<file path="src/rtl/load_sched_pkg.sv">
// rtl/load_sched_pkg.sv - shared types and defaults for the program-load scheduler
// Purpose : state encoding, default timing constants and counter width helper
//           used by load_scheduler and sched_timer.
// Contents: sched_state_t, DEF_TIMEOUT/DEF_DWELL/DEF_GAP, cnt_width(), CNT_W
package load_sched_pkg;

  typedef enum logic [2:0] {IDLE, ARM, DWELL, RELEASE, ERR} sched_state_t;

  localparam int DEF_TIMEOUT = 4096;
  localparam int DEF_DWELL   = 1_000_000;
  localparam int DEF_GAP     = 4;

  // Counter only ever reaches (limit-1), so clog2 of the largest limit suffices.
  function automatic int cnt_width(input int a, input int b, input int c);
    int m;
    m = a;
    if (b > m) m = b;
    if (c > m) m = c;
    return (m < 2) ? 1 : $clog2(m);
  endfunction

  localparam int CNT_W = cnt_width(DEF_TIMEOUT, DEF_DWELL, DEF_GAP);

endpackage

</file>
<file path="src/rtl/sched_timer.sv">
// rtl/sched_timer.sv - shared cycle counter with terminal-count compare
// Purpose : up-counter cleared on every scheduler state entry; o_tc flags
//           that the count equals the terminal value chosen by the caller.
// Ports   : i_clk, i_rst (sync, active-high), i_clr (sync clear), i_en (count),
//           i_term [CNT_W] terminal value, o_tc terminal-count flag
module sched_timer
  import load_sched_pkg::*;
#(
  parameter int CNT_W = 8
) (
  input  logic             i_clk,
  input  logic             i_rst,
  input  logic             i_clr,
  input  logic             i_en,
  input  logic [CNT_W-1:0] i_term,
  output logic             o_tc
);

  logic [CNT_W-1:0] r_cnt;

  always_ff @(posedge i_clk) begin
    if (i_rst || i_clr) begin
      r_cnt <= '0;
    end else if (i_en) begin
      r_cnt <= r_cnt + CNT_W'(1);
    end
  end

  assign o_tc = (r_cnt == i_term);

endmodule

</file>
<file path="src/rtl/load_scheduler.sv">
// rtl/load_scheduler.sv - sequences program-slot loads for the demo program driver
// Purpose : picks a slot, raises drive, waits for load done (with watchdog),
//           holds the processor running for DWELL cycles, then drops drive for
//           GAP cycles. Optional auto-cycling over all slots when the macro
//           LOAD_SCHED_AUTO_EN is defined.
// Ports   : clk, rst (sync, active-high), start_in/stop_in/next_in (1-cycle pulses),
//           drv_done_in (driver done), drive_out (level), slot_out [SLOT_W],
//           busy_out (ARM/DWELL/RELEASE), err_out (sticky watchdog), loads_out [8]
module load_scheduler
  import load_sched_pkg::*;
#(
  parameter int NSLOTS  = 7,
  parameter int SLOT_W  = $clog2(NSLOTS),
  parameter int TIMEOUT = DEF_TIMEOUT,
  parameter int DWELL   = DEF_DWELL,
  parameter int GAP     = DEF_GAP
) (
  input  logic              clk,
  input  logic              rst,
  input  logic              start_in,
  input  logic              stop_in,
  input  logic              next_in,
  input  logic              drv_done_in,
  output logic              drive_out,
  output logic [SLOT_W-1:0] slot_out,
  output logic              busy_out,
  output logic              err_out,
  output logic [7:0]        loads_out
);

  // The DWELL parameter shadows the state name, so the state is always qualified.
  localparam sched_state_t S_DWELL = load_sched_pkg::DWELL;
  localparam int           TMR_W   = cnt_width(TIMEOUT, DWELL, GAP);

`ifdef LOAD_SCHED_AUTO_EN
  localparam bit AUTO = 1'b1;
`else
  localparam bit AUTO = 1'b0;
`endif

  sched_state_t      r_state, w_state_nxt;
  logic              r_drive, r_busy, r_err, r_stop_q, r_next_q;
  logic [SLOT_W-1:0] r_slot, w_slot_nxt;
  logic [7:0]        r_loads, w_loads_nxt;
  logic              w_err_nxt, w_stop_nxt, w_next_nxt;
  logic              w_drive_nxt, w_busy_nxt, w_tc;
  logic [TMR_W-1:0]  w_term;

  function automatic logic [SLOT_W-1:0] slot_inc(input logic [SLOT_W-1:0] s);
    return (s == SLOT_W'(NSLOTS - 1)) ? '0 : s + SLOT_W'(1);
  endfunction

  always_comb begin
    case (r_state)
      ARM:     w_term = TMR_W'(TIMEOUT - 1);
      S_DWELL: w_term = TMR_W'(DWELL - 1);
      default: w_term = TMR_W'(GAP - 1);
    endcase
  end

  sched_timer #(.CNT_W(TMR_W)) u_timer (
    .i_clk  (clk),
    .i_rst  (rst),
    .i_clr  (w_state_nxt != r_state),
    .i_en   (r_busy),
    .i_term (w_term),
    .o_tc   (w_tc)
  );

  always_comb begin
    w_state_nxt = r_state;
    w_slot_nxt  = r_slot;
    w_err_nxt   = r_err;
    w_loads_nxt = r_loads;
    w_stop_nxt  = r_stop_q;
    w_next_nxt  = r_next_q;
    case (r_state)
      IDLE: begin
        if (next_in)  w_slot_nxt  = slot_inc(r_slot);
        if (start_in) w_state_nxt = ARM;
      end
      ARM: begin
        if (stop_in) w_stop_nxt = 1'b1;
        if (next_in) w_next_nxt = 1'b1;
        // A load in flight is never cut short: done has priority over the watchdog.
        if (drv_done_in) begin
          if (r_loads != 8'hFF) w_loads_nxt = r_loads + 8'd1;
          w_state_nxt = w_stop_nxt ? RELEASE : S_DWELL;
        end else if (w_tc) begin
          // Drive drops on this edge, so a pending slot step can be applied now.
          if (w_next_nxt) w_slot_nxt = slot_inc(r_slot);
          w_state_nxt = ERR;
          w_err_nxt   = 1'b1;
          w_stop_nxt  = 1'b0;
          w_next_nxt  = 1'b0;
        end
      end
      S_DWELL: begin
        if (next_in) w_next_nxt = 1'b1;
        if (stop_in) begin
          w_stop_nxt  = 1'b1;
          w_state_nxt = RELEASE;
        end else if (w_tc) begin
          w_state_nxt = RELEASE;
        end
      end
      RELEASE: begin
        if (stop_in) w_stop_nxt = 1'b1;
        if (next_in) w_next_nxt = 1'b1;
        if (w_tc) begin
          // Manual and automatic advance merge into a single step.
          if (w_next_nxt || (AUTO && !w_stop_nxt)) w_slot_nxt = slot_inc(r_slot);
          w_state_nxt = (w_stop_nxt || !AUTO) ? IDLE : ARM;
          w_stop_nxt  = 1'b0;
          w_next_nxt  = 1'b0;
        end
      end
      ERR: begin
        if (next_in) w_slot_nxt = slot_inc(r_slot);
        if (start_in) begin
          w_state_nxt = ARM;
          w_err_nxt   = 1'b0;
        end
      end
      default: w_state_nxt = IDLE;
    endcase
    w_drive_nxt = (w_state_nxt == ARM) || (w_state_nxt == S_DWELL);
    w_busy_nxt  = w_drive_nxt || (w_state_nxt == RELEASE);
  end

  always_ff @(posedge clk) begin
    if (rst) begin
      r_state  <= IDLE;
      r_slot   <= '0;
      r_drive  <= 1'b0;
      r_busy   <= 1'b0;
      r_err    <= 1'b0;
      r_loads  <= '0;
      r_stop_q <= 1'b0;
      r_next_q <= 1'b0;
    end else begin
      r_state  <= w_state_nxt;
      r_slot   <= w_slot_nxt;
      r_drive  <= w_drive_nxt;
      r_busy   <= w_busy_nxt;
      r_err    <= w_err_nxt;
      r_loads  <= w_loads_nxt;
      r_stop_q <= w_stop_nxt;
      r_next_q <= w_next_nxt;
    end
  end

  assign drive_out = r_drive;
  assign slot_out  = r_slot;
  assign busy_out  = r_busy;
  assign err_out   = r_err;
  assign loads_out = r_loads;

endmodule
</file>
<file path="config.mk">
export PLATFORM = sky130hd
export DESIGN_NAME = load_scheduler
export DESIGN_NICKNAME = d
export VERILOG_FILES = /design/src/rtl/load_sched_pkg.sv /design/src/rtl/sched_timer.sv /design/src/rtl/load_scheduler.sv
export SDC_FILE = /design/constraint.sdc
export NUM_CORES = 1
export LEC_CHECK = 0
export BUFFER_PORTS_ARGS = -buffer_cell sky130_fd_sc_hd__buf_2
export CAP_MARGIN = 20
export CELL_PAD_IN_SITES_DETAIL_PLACEMENT = 0
export CELL_PAD_IN_SITES_GLOBAL_PLACEMENT = 1
export CORE_UTILIZATION = 40
export DETAILED_ROUTE_END_ITERATION = 6
export PLACE_DENSITY = 0.82
export SYNTH_ARGS = -nofsm -noshare
export SYNTH_HDL_FRONTEND = slang
export SYNTH_SLANG_ARGS = --single-unit
</file>
<file path="constraint.sdc">
create_clock -name clk -period 4.5 [get_ports clk]
set_clock_uncertainty 0.15 [all_clocks]
set_input_delay 0.45 -clock clk [delete_from_list [all_inputs] [get_ports clk]]
set_output_delay 0.45 -clock clk [all_outputs]
set_load 0.005 [all_outputs]
</file>
# == Yosys cells after proc, flatten, opt, wreduce, memory -nomap -nowiden ==
# Index checks and enable logic that the tools add are counted.
# op_classes
muxes,34
mul,0
div,0
n_addsub,3
magnitude_cmp,0
bitwise,0
eq_ne,18
n_reduce_logical,11
shift,0
# ops
operator,n
20-bit case mux with 2 select lines,1
3-bit 2-to-1 mux,13
"20-bit by 1-bit adder with 20-bit output, second input constant",1
20-bit == test,1
1-bit 2-to-1 mux,15
"3-bit by 2-bit == test with 1-bit output, second input constant",4
3-bit case mux with 4 select lines,1
3-bit case mux with 3 select lines,1
"8-bit by 1-bit adder with 8-bit output, second input constant",1
"2-bit != test, second input constant",4
"8-bit != test, second input constant",1
7-bit AND reduction,1
"3-bit by 1-bit == test with 1-bit output, second input constant",2
"3-bit == test, second input constant",2
"2-bit by 1-bit != test with 1-bit output, second input constant",3
1-bit case mux with 3 select lines,2
3-bit nonzero test,2
4-bit AND reduction,1
"3-bit by 1-bit adder with 3-bit output, second input constant",1
3-bit zero test,1
1-bit logical OR,3
3-bit != test,1
3-bit AND reduction,1
1-bit case mux with 2 select lines,1
other kinds (2),2
# word_totals
mem_bits_rw,0
ff_bits,39
in_bits,6
elab_cells,75
mem_count,0
latch_bits,0
mem_bits_ro,0

# == Depth between registers and ports, before layout ==
# Gate-level depths: netlist (run 1).
# logic_depth
ltp_word,9
mapped_depth,9

# == Cells and area by module ==
# Synthesis (run 1) repeated with hierarchy kept, for this count alone.
# hier_totals
hier_cells,251
area_unflattened_um2,2230.9
# by_module_without_submodules
module,n_inst,area_per_inst_um2,seq_area_each_um2,cells_per_inst
sched_timer,1,1193.6,400.4,133
load_scheduler,1,1037.2,380.4,118

# == Least setup slack after synthesis (run 1) ==
# No wires, ideal clock.
# synth_path
path_kind,register -> register
from,register u_timer.r_cnt[2]
to,register r_drive (netlist: drive_out)
arrival_time_ns,2.141
path_slack_ns,2.085
stages_incl_launch_ff,8
setup_ns,0.124
path_cell_list,dfxtp_1 -> or4_1 -> a211oi_2 -> a31oi_1 -> a2111oi_4 -> mux2_4 -> xnor2_1 -> nor2_1
# synth_between
elab_chain_cells,6
word_cells_on_any_way,10
# synth_lines
item,line,source
from (decl),sched_timer.sv:19,logic [CNT_W-1:0] r_cnt;
from (signal assigned),sched_timer.sv:25,r_cnt <= r_cnt + CNT_W'(1);
20-bit == test (*),sched_timer.sv:29,assign o_tc = (r_cnt == i_term);
3-bit 2-to-1 mux (on tied branches),"load_scheduler.sv:103, load_scheduler.sv:89",
3-bit 2-to-1 mux (on tied branches),"load_scheduler.sv:100, load_scheduler.sv:86",
3-bit case mux with 4 select lines (*),load_scheduler.sv:77,case (r_state)
3-bit by 1-bit == test with 1-bit output / 3-bit by 2-bit == test with 1-bit output (equally long branches),load_scheduler.sv:127,w_drive_nxt = (w_state_nxt == ARM) || (w_state_nxt == S_DWELL);
1-bit logical OR (*),load_scheduler.sv:127,
to (signal assigned),load_scheduler.sv:144,r_drive <= w_drive_nxt;
to (decl),load_scheduler.sv:42,"logic r_drive, r_busy, r_err, r_stop_q, r_next_q;"
# Mark *: on every way between the ends. The rest lies on a longest branch, timed or not.
# A chain may end at the register's enable or synchronous reset.

# == Final worst setup path (run 1) ==
# layout_path
from,register r_state[0]
to,register u_timer.r_cnt[10]
# layout_between
elab_chain_cells,8
word_cells_on_any_way,17
# layout_lines
item,line,source
from (decl),load_scheduler.sv:41,"sched_state_t r_state, w_state_nxt;"
from (signal assigned),load_scheduler.sv:142,r_state <= w_state_nxt;
3-bit by 2-bit == test with 1-bit output / 3-bit by 1-bit == test with 1-bit output (equally long branches),"load_scheduler.sv:54, load_scheduler.sv:77",
20-bit case mux with 2 select lines,load_scheduler.sv:54,case (r_state)
20-bit == test,sched_timer.sv:29,
3-bit 2-to-1 mux (on tied branches),"load_scheduler.sv:103, load_scheduler.sv:89",
3-bit 2-to-1 mux (on tied branches),"load_scheduler.sv:100, load_scheduler.sv:86",
3-bit case mux with 4 select lines,load_scheduler.sv:77,
3-bit != test (*),load_scheduler.sv:64,".i_clr (w_state_nxt != r_state),"
1-bit logical OR (*),sched_timer.sv:22,if (i_rst || i_clr) begin
# Marks and branches as above.

==> impl_metrics.csv, run 1 <==
group,metric,value,unit
clock_tree,clk_path_buf_depth,2,
critical_path,r2r_slack,1.44,ns
synth,ys_seq_area_frac,0.403,
layout,final_common_cell,"nor2_1",
clock_tree,root_buffer,"clkbuf_8",
critical_path,critPathMaxFanout,20,
sta,finalCritPeriodShare,0.679,
grt,grt_usage,0.160,
floorplan,fp.dieW,71.6,um
layout,area_growth,8.98,%
clock_tree,cts.sinks,39,
synth,yosys.area.top_type,"dfxtp_1",
layout,fin_area,0.00211,mm^2
hold_path,hold_depth,2,
critical_path,r2r-start,"r_state[0]$_SDFF_PP0_",
sta,setup_tns,0,ns
floorplan,rows,24,
synth,synthFlopType,"dfxtp_1",
critical_path,crit_type,"reg2reg",
drt,drt_wl_total,3.69,mm
place,gp_congestion,0.809,
layout,final_cell_mix,"nor2_1 (44), dfxtp_1 (39), buf_2 (19), nand2_1 (14), xor2_1 (14)",
floorplan,coreArea,0.00450,mm^2
critical_path,start_kind,"register",
critical_path,r2r.worst_path.cells,7,
pwr,worst_ir_drop_vdd,0.158,mV
critical_path,worst_r2r_endpoint,"u_timer.r_cnt[10]$_SDFFE_PP0P_",
sta,hold_violations,0,
run,maxCapViolations,0,
sta,max_freq,327,MHz
synth,syn_inst,222,
floorplan,die_h,71.6,um
grt,grt_pass1_vias,1435,
clock_tree,cts_buffers,5,
layout,fin_nets,249,
place,dp_slack,1.49,ns
sta,worst_pin_slew,0.765,ns
layout,drive_gt1_frac,0.145,
drt,ant_nets,0,
synth,postSynthAreaPerCell,8.72,um^2
synth,synth_area,0.00194,mm^2
critical_path,end_kind,"register",
drt,drc,0,
place,port_buffers,19,
synth,synth_edf_count,0,
drt,drt_iter0_drc,69,
floorplan,initial_core_util,0.430,
clock_tree,cts_setup_buffers,0,
synth,synthTopCellsByArea,"dfxtp_1 (40%), nor2_1 (8.5%), xor2_1 (6.3%)",
floorplan,die_area,0.00512,mm^2
synth,ys_async_sr_fraction,0,
clock_tree,cts_tree,"done",
place,dpl_cell_area,0.00203,mm^2
synth,synth_nets,230,
layout,final_cells,294,
sta,final_max_slew_viol_count,0,
grt,grt_start_max_net_pins,21,
clock_tree,htree_levels,2,
drt,vias,1550,
sta,setup_violations,0,
drt,wl_per_cell,12.5,um
synth,synth-seq-cells,39,
clock_tree,clock_latency,0.29,ns
pwr,p_leak,0.778,nW
sta,timing.final.crit_period,3.06,ns
sta,maxSlewHeadroom,0.488,
hold_path,holdPathEnd,"err_out$_SDFFE_PP0P_",
place,place_hpwl,2.60,mm
clock_tree,hold_buffers,0,
synth,synth_top_area_share,0.403,
floorplan,ios,20,
clock_tree,postCtsResizedCells,0,
sta,setup_ws,1.44,ns
critical_path,required,4.50,ns
grt,grt_pass1_wl,6.37,mm
layout,diodes,0,
critical_path,critPathArrivalTime,3.05,ns
hold_path,hp-start,"start_in",
place,dp.cells,286,
grt,overflow,0,
grt,antenna_found_initial,0,
pwr,p_per_area,322,mW/mm^2
hold_path,hold_path_class,"in2reg",
synth,synth_cell_types,47,
sta,grt_setup_unrepaired,"false",
synth,synth_warnings,0,
status,outcome,"finished clean",
clock_tree,clkSlewWorstSetupHoldPaths,0.08,ns
drt,via_per_inst,5.27,
drt,first_pass_iters,4,
## report_power, final
group / switching, W / total [W] / internal [W]
logic: 0.0000459 / 0.0000813 / 0.0000353
registers: 0.0000151 / 0.000371 / 0.000356
clock network: 0.000119 / 0.000228 / 0.000109
total: 0.000180 / 0.000680 / 0.000500
## critical path, cell delays in order (launching register included)
cell,delay (ns)
dfxtp_1,0.60
nor3b_1,0.17
a2111oi_0,0.43
o21ai_1,0.18
a2111oi_4,0.53
o21ai_0,0.18
nand3b_1,0.57
nor2_1,0.11
## synth_stat cells (2+ instances only)
library cell,number
nor2_1,44
dfxtp_1,39
nand2_1,14
xor2_1,14
a21oi_1,13
xnor2_1,12
nand4_1,9
o21ai_0,9
nor3_1,7
and3_1,5
inv_1,5
nand3_1,5
mux2i_1,3
a31oi_1,2
and4_1,2
buf_4,2
clkbuf_8,2
ha_1,2
nand3b_1,2
nor3b_1,2
nor4_1,2
or3_1,2
## metrics by stage
step	util	power [W]	hold slack, ns
after floorplan	-	0.000444	0.330
after global placement	0.450	0.000459	0.342
after detailed placement	0.450	0.000460	0.348
after CTS	0.468	0.000690	0.296
after global routing	0.468	0.000717	0.306
final	0.468	0.000680	0.310
## kinds of logic (layout without fill, tap and decap cells)
group           count (synthesis)  after routing  synth area share
compound gates                 38             38             0.136
fa+ha+maj                       2              2            0.0129
simple gates                  101            101             0.262
mux                             4              4            0.0233
flops                          39             39             0.403
xor+xnor                       26             26             0.118
buf+inv                        12             32            0.0446
## sequential cells by signal, summed over array words and instances, names as in the netlist
signal	count
busy_out	1
drive_out	1
err_out	1
loads_out	8
r_next_q	1
r_state	3
r_stop_q	1
slot_out	3
u_timer.r_cnt	20
## how the worst max path moves through the flow
| stage | startpoint | end | slack, ns |
|---|---|---|---|
| final | r_state[0]$_SDFF_PP0_ | u_timer.r_cnt[10]$_SDFFE_PP0P_ | 1.44 |
| after global routing | r_state[0]$_SDFF_PP0_ | u_timer.r_cnt[16]$_SDFFE_PP0P_ | 1.05 |
| after CTS | r_state[0]$_SDFF_PP0_ | u_timer.r_cnt[3]$_SDFFE_PP0P_ | 1.44 |
| after detailed placement | r_state[0]$_SDFF_PP0_ | u_timer.r_cnt[3]$_SDFFE_PP0P_ | 1.49 |
| after global placement | r_state[0]$_SDFF_PP0_ | u_timer.r_cnt[4]$_SDFFE_PP0P_ | 1.53 |
| after floorplan | u_timer.r_cnt[2]$_SDFFE_PP0P_ | drive_out$_SDFF_PP0_ | 2.08 |
## per-layer routing
metal	part of all wire	global-route usage	vias up
met4	0.020	0.0697	0
met5	0	0	-
li1	-	-	817
met2	0.45	0.251	16
met1	0.51	0.207	711
met3	0.025	0.0450	6
## layout make-up
cell class / instances / area (um^2)
clock buffers: 7 / 76.3
inverters: 5 / 18.8
flip-flops and latches: 39 / 781
fillers: 457 / 2390
well taps: 52 / 65.1
repair buffers: 19 / 95.1
clock inverters: 1 / 5.00
multi-input cells: 171 / 1070
Power figures use the tool's default switching activity.
==> run 2, diff against run 1 <==
CORE_UTILIZATION = 39   (was 40)
PLACE_DENSITY = 0.84   (was 0.82)
clock period = 2.6 ns   (was 4.5 ns; I/O delays follow)
==> run 2 against run 1 <==
Compared with the run above: die area increased by 2.5%; utilization grew 0.59 points; count of clock-buffer cells in the layout shrank 2.
==> impl_metrics.csv, run 2 (synthesized netlist as in run 1, its figures left out) <==
group,metric,value,unit
sta,setup_violations,0,
run,maxCapViolations,0,
layout,final_cells,319,
clock_tree,clkSlewWorstSetupHoldPaths,0.08,ns
grt,antenna_found_initial,0,
place,place_hpwl,2.76,mm
layout,fin_area,0.00225,mm^2
drt,drt_iter0_drc,93,
pwr,worst_ir_drop_vdd,0.327,mV
layout,final_common_cell,"nor2_1",
grt,grt_usage,0.158,
place,dp.cells,310,
place,gp_congestion,0.862,
place,port_buffers,19,
floorplan,die_area,0.00525,mm^2
floorplan,die_h,72.5,um
drt,wl_per_cell,12.6,um
floorplan,ios,20,
clock_tree,root_buffer,"clkbuf_8",
floorplan,initial_core_util,0.407,
grt,grt_pass1_vias,1428,
sta,hold_violations,0,
pwr,finalPower,0.00131,W
floorplan,rows,25,
clock_tree,cts_tree,"done",
clock_tree,clock_latency,0.29,ns
critical_path,start_kind,"register",
drt,via_per_inst,5.22,
floorplan,fp.dieW,72.5,um
critical_path,crit_type,"reg2reg",
layout,area_growth,16.5,%
sta,final_max_slew_viol_count,0,
sta,maxSlewHeadroom,0.719,
clock_tree,clk_path_buf_depth,2,
drt,ant_nets,0,
layout,diodes,0,
grt,grt_start_max_net_pins,21,
critical_path,critPathArrivalTime,2.49,ns
pwr,p_leak,0.851,nW
clock_tree,hold_buffers,0,
grt,grt_pass1_wl,6.42,mm
layout,final_util,0.474,
layout,largest_reg_flops,20,
sta,finalCritPeriodShare,0.947,
layout,final_cell_mix,"nor2_1 (44), dfxtp_1 (38), buf_2 (19), nand2_1 (14), xor2_1 (14)",
grt,overflow,0,
clock_tree,cts_buffers,5,
hold_path,hold_path_class,"in2reg",
layout,fill_cells,486,
status,outcome,"finished clean",
pwr,p_per_area,580,mW/mm^2
floorplan,coreArea,0.00475,mm^2
drt,vias,1664,
sta,worst_pin_slew,0.419,ns
critical_path,required,2.63,ns
clock_tree,htree_levels,2,
layout,fin_nets,259,
drt,drc,0,
critical_path,end_kind,"register",
layout,largest_register,"u_timer.r_cnt",
drt,first_pass_iters,4,
clock_tree,cts.sinks,39,
sta,timing.final.crit_period,2.46,ns
sta,max_freq,406,MHz
sta,setup_tns,0,ns
critical_path,critPathMaxFanout,5,
drt,drt_wl_total,4.01,mm
layout,drive_gt1_frac,0.194,
place,dpl_cell_area,0.00213,mm^2
## run 2: through the flow
stage	hold WS [ns]	setup WS [ns]
floorplan	0.226	0.185
global placement	0.344	0.106
detailed placement	0.361	0.0970
CTS	0.103	0.0555
global route	0.124	-0.00745
finish	0.119	0.138
## run 2: worst max-delay path, cell delays in order, from the launching register on
cell and delay [ns]:
dfxtp_1 0.36, or4_1 0.53, a211oi_2 0.21, a31oi_1 0.09, a2111oi_4 0.29, buf_4 0.20, mux2_4 0.32, xnor2_1 0.15
nor2_1 0.05
## run 2: worst paths after layout
path | from | to | slack (ns) | cells after the start
hold / removal | start_in | err_out$_SDFFE_PP0P_ | 0.12 | 2
setup / recovery | u_timer.r_cnt[3]$_SDFFE_PP0P_ | drive_out$_SDFF_PP0_ | 0.14 | 8
hold reg to reg | loads_out[7]$_SDFFE_PP0P_ | loads_out[7]$_SDFFE_PP0P_ | 0.36 | 2
setup reg to reg | u_timer.r_cnt[3]$_SDFFE_PP0P_ | drive_out$_SDFF_PP0_ | 0.14 | 8
## run 2: repair_timing
item,CTS,global route
setup endpoints to repair,0,24
resized for setup,0,3
setup buffers,0,1
## run 2: cell type report
| type | instances | area (um^2) | share of cell area |
|---|---|---|---|
| tap | 67 | 83.8 | 0.0372 |
| clock inverter | 3 | 43.8 | 0.0194 |
| inverter | 5 | 18.8 | 0.00832 |
| sequential | 39 | 782 | 0.347 |
| timing repair buffer | 29 | 183 | 0.0810 |
| clock buffer | 5 | 68.8 | 0.0305 |
| multi-input combinational | 171 | 1070 | 0.477 |
## run 2: power by group
| group | total [W] | internal [W] | switching [W] |
|---|---|---|---|
| Combinational | 0.000168 | 0.0000757 | 0.0000924 |
| Clock | 0.000506 | 0.000286 | 0.000220 |
| Sequential | 0.000634 | 0.000616 | 0.0000184 |
| Total | 0.00131 | 0.000977 | 0.000331 |
## run 2: routing by layer
layer,GRT usage,wire [um],vias to the layer above
met2,0.250,1890,26
li1,-,-,838
met5,0,0,-
met1,0.197,1910,792
met4,0.0763,72,0
met3,0.0472,140,8
==> run 3, diff against run 2 <==
REMOVE_ABC_BUFFERS = 1   (was unset)
==> run 3 against run 2 <==
Compared with the run above: critical path depth is 1 higher; first-iteration DRC count down 18%; final cell count up 0.63%; count of clock-buffer cells in the layout unchanged; via count decreased by 3.8%; sequential cell count unchanged; setup slack gained 0.017 ns.
==> impl_metrics.csv, run 3 (synthesized netlist as in run 1, its figures left out) <==
group,metric,value,unit
status,outcome,"finished clean",
critical_path,start_kind,"register",
sta,worst_pin_slew,0.403,ns
run,maxCapViolations,0,
critical_path,critPathArrivalTime,2.49,ns
clock_tree,clock_latency,0.29,ns
drt,drt_iter0_drc,76,
pwr,worst_ir_drop_vdd,0.405,mV
floorplan,die_area,0.00525,mm^2
clock_tree,clkSlewWorstSetupHoldPaths,0.08,ns
grt,grt_start_max_net_pins,21,
floorplan,ios,20,
floorplan,initial_core_util,0.407,
grt,grt_pass1_vias,1437,
layout,largest_reg_flops,20,
sta,timing.final.crit_period,2.45,ns
critical_path,crit_type,"reg2reg",
place,gp_congestion,0.787,
layout,fin_nets,261,
layout,fill_cells,492,
sta,setup_ws,0.154,ns
floorplan,rows,25,
drt,drt_wl_total,3.81,mm
drt,drc,0,
drt,wl_per_cell,11.9,um
critical_path,required,2.64,ns
sta,setup_tns,0,ns
grt,grt_pass1_wl,6.27,mm
critical_path,critPathMaxFanout,20,
clock_tree,cts_tree,"done",
floorplan,fp.dieW,72.5,um
clock_tree,htree_levels,2,
layout,final_cells,321,
sta,maxSlewHeadroom,0.731,
layout,area_growth,16.7,%
clock_tree,cts_buffers,5,
clock_tree,root_buffer,"clkbuf_8",
layout,final_cell_mix,"nor2_1 (44), dfxtp_1 (38), buf_2 (19), nand2_1 (14), xor2_1 (14)",
place,dp.cells,312,
clock_tree,hold_buffers,0,
clock_tree,clk_path_buf_depth,2,
sta,setup_violations,0,
grt,antenna_found_initial,0,
sta,hold_slack,0.101,ns
grt,grt_usage,0.155,
place,dp_slack,0.127,ns
drt,via_per_inst,4.98,
floorplan,die_h,72.5,um
hold_path,hold_path_class,"in2reg",
layout,largest_register,"u_timer.r_cnt",
floorplan,coreArea,0.00475,mm^2
critical_path,r2r.worst_path.cells,9,
clock_tree,cts.sinks,39,
sta,grt_setup_unrepaired,"false",
drt,vias,1600,
sta,final_max_slew_viol_count,0,
layout,final_common_cell,"nor2_1",
sta,hold_violations,0,
layout,diodes,0,
place,port_buffers,19,
drt,first_pass_iters,4,
pwr,p_leak,0.850,nW
place,place_hpwl,2.75,mm
sta,finalCritPeriodShare,0.941,
pwr,p_per_area,536,mW/mm^2
drt,ant_nets,0,
critical_path,end_kind,"register",
layout,drive_gt1_frac,0.205,
grt,overflow,0,
hold_path,hold_depth,2,
sta,max_freq,409,MHz
-- run 3: final cells by class --
class / count / area [um^2] / area share
sequential: 39 / 782 / 0.346
inverter: 5 / 18.8 / 0.00831
clock buffer: 5 / 68.8 / 0.0305
clock inverter: 3 / 20.0 / 0.00886
timing repair buffer: 31 / 198 / 0.0875
multi-input combinational: 171 / 1090 / 0.482
tap: 67 / 83.8 / 0.0371
-- run 3: final timing paths --
check / from / to / slack, ns
setup / recovery: u_timer.r_cnt[3]$_SDFFE_PP0P_ / u_timer.r_cnt[4]$_SDFFE_PP0P_ / 0.15
hold / removal: start_in / err_out$_SDFFE_PP0P_ / 0.10
setup reg to reg: u_timer.r_cnt[3]$_SDFFE_PP0P_ / u_timer.r_cnt[4]$_SDFFE_PP0P_ / 0.15
hold reg to reg: r_next_q$_SDFFE_PP0P_ / r_next_q$_SDFFE_PP0P_ / 0.36
-- run 3: power by group --
part           internal (W)  leakage [nW]  switching (W)
registers          0.000615         0.316      0.0000173
logic             0.0000796         0.493      0.0000911
clock network      0.000187        0.0402       0.000221
-- run 3: critical path: stages (launching register included) --
cell	delay [ns]
dfxtp_2	0.35
or4_1	0.52
a211oi_2	0.21
a31oi_1	0.09
a2111oi_4	0.42
buf_4	0.18
o21ai_0	0.08
nand3b_1	0.14
buf_12	0.16
nor2_1	0.05
-- run 3: metrics by stage --
step,util,power (W),instance area (um^2)
floorplan,-,0.000751,1870
global placement,0.451,0.000813,2140
detailed placement,0.451,0.000813,2140
CTS,0.469,0.00122,2230
global route,0.475,0.00127,2260
finish,0.475,0.00121,2260
-- run 3: layer usage --
metal | share of wire | track usage | up-vias
li1 | - | - | 838
met2 | 0.44 | 0.245 | 27
met3 | 0.039 | 0.0389 | 7
met1 | 0.50 | 0.198 | 728
met5 | 0 | 0 | -
met4 | 0.019 | 0.0719 | 0
-- run 3: timing repair --
action | CTS | global route
setup endpoints to repair | 0 | 22
resized for setup | 0 | 5
buffers inserted | 0 | 1
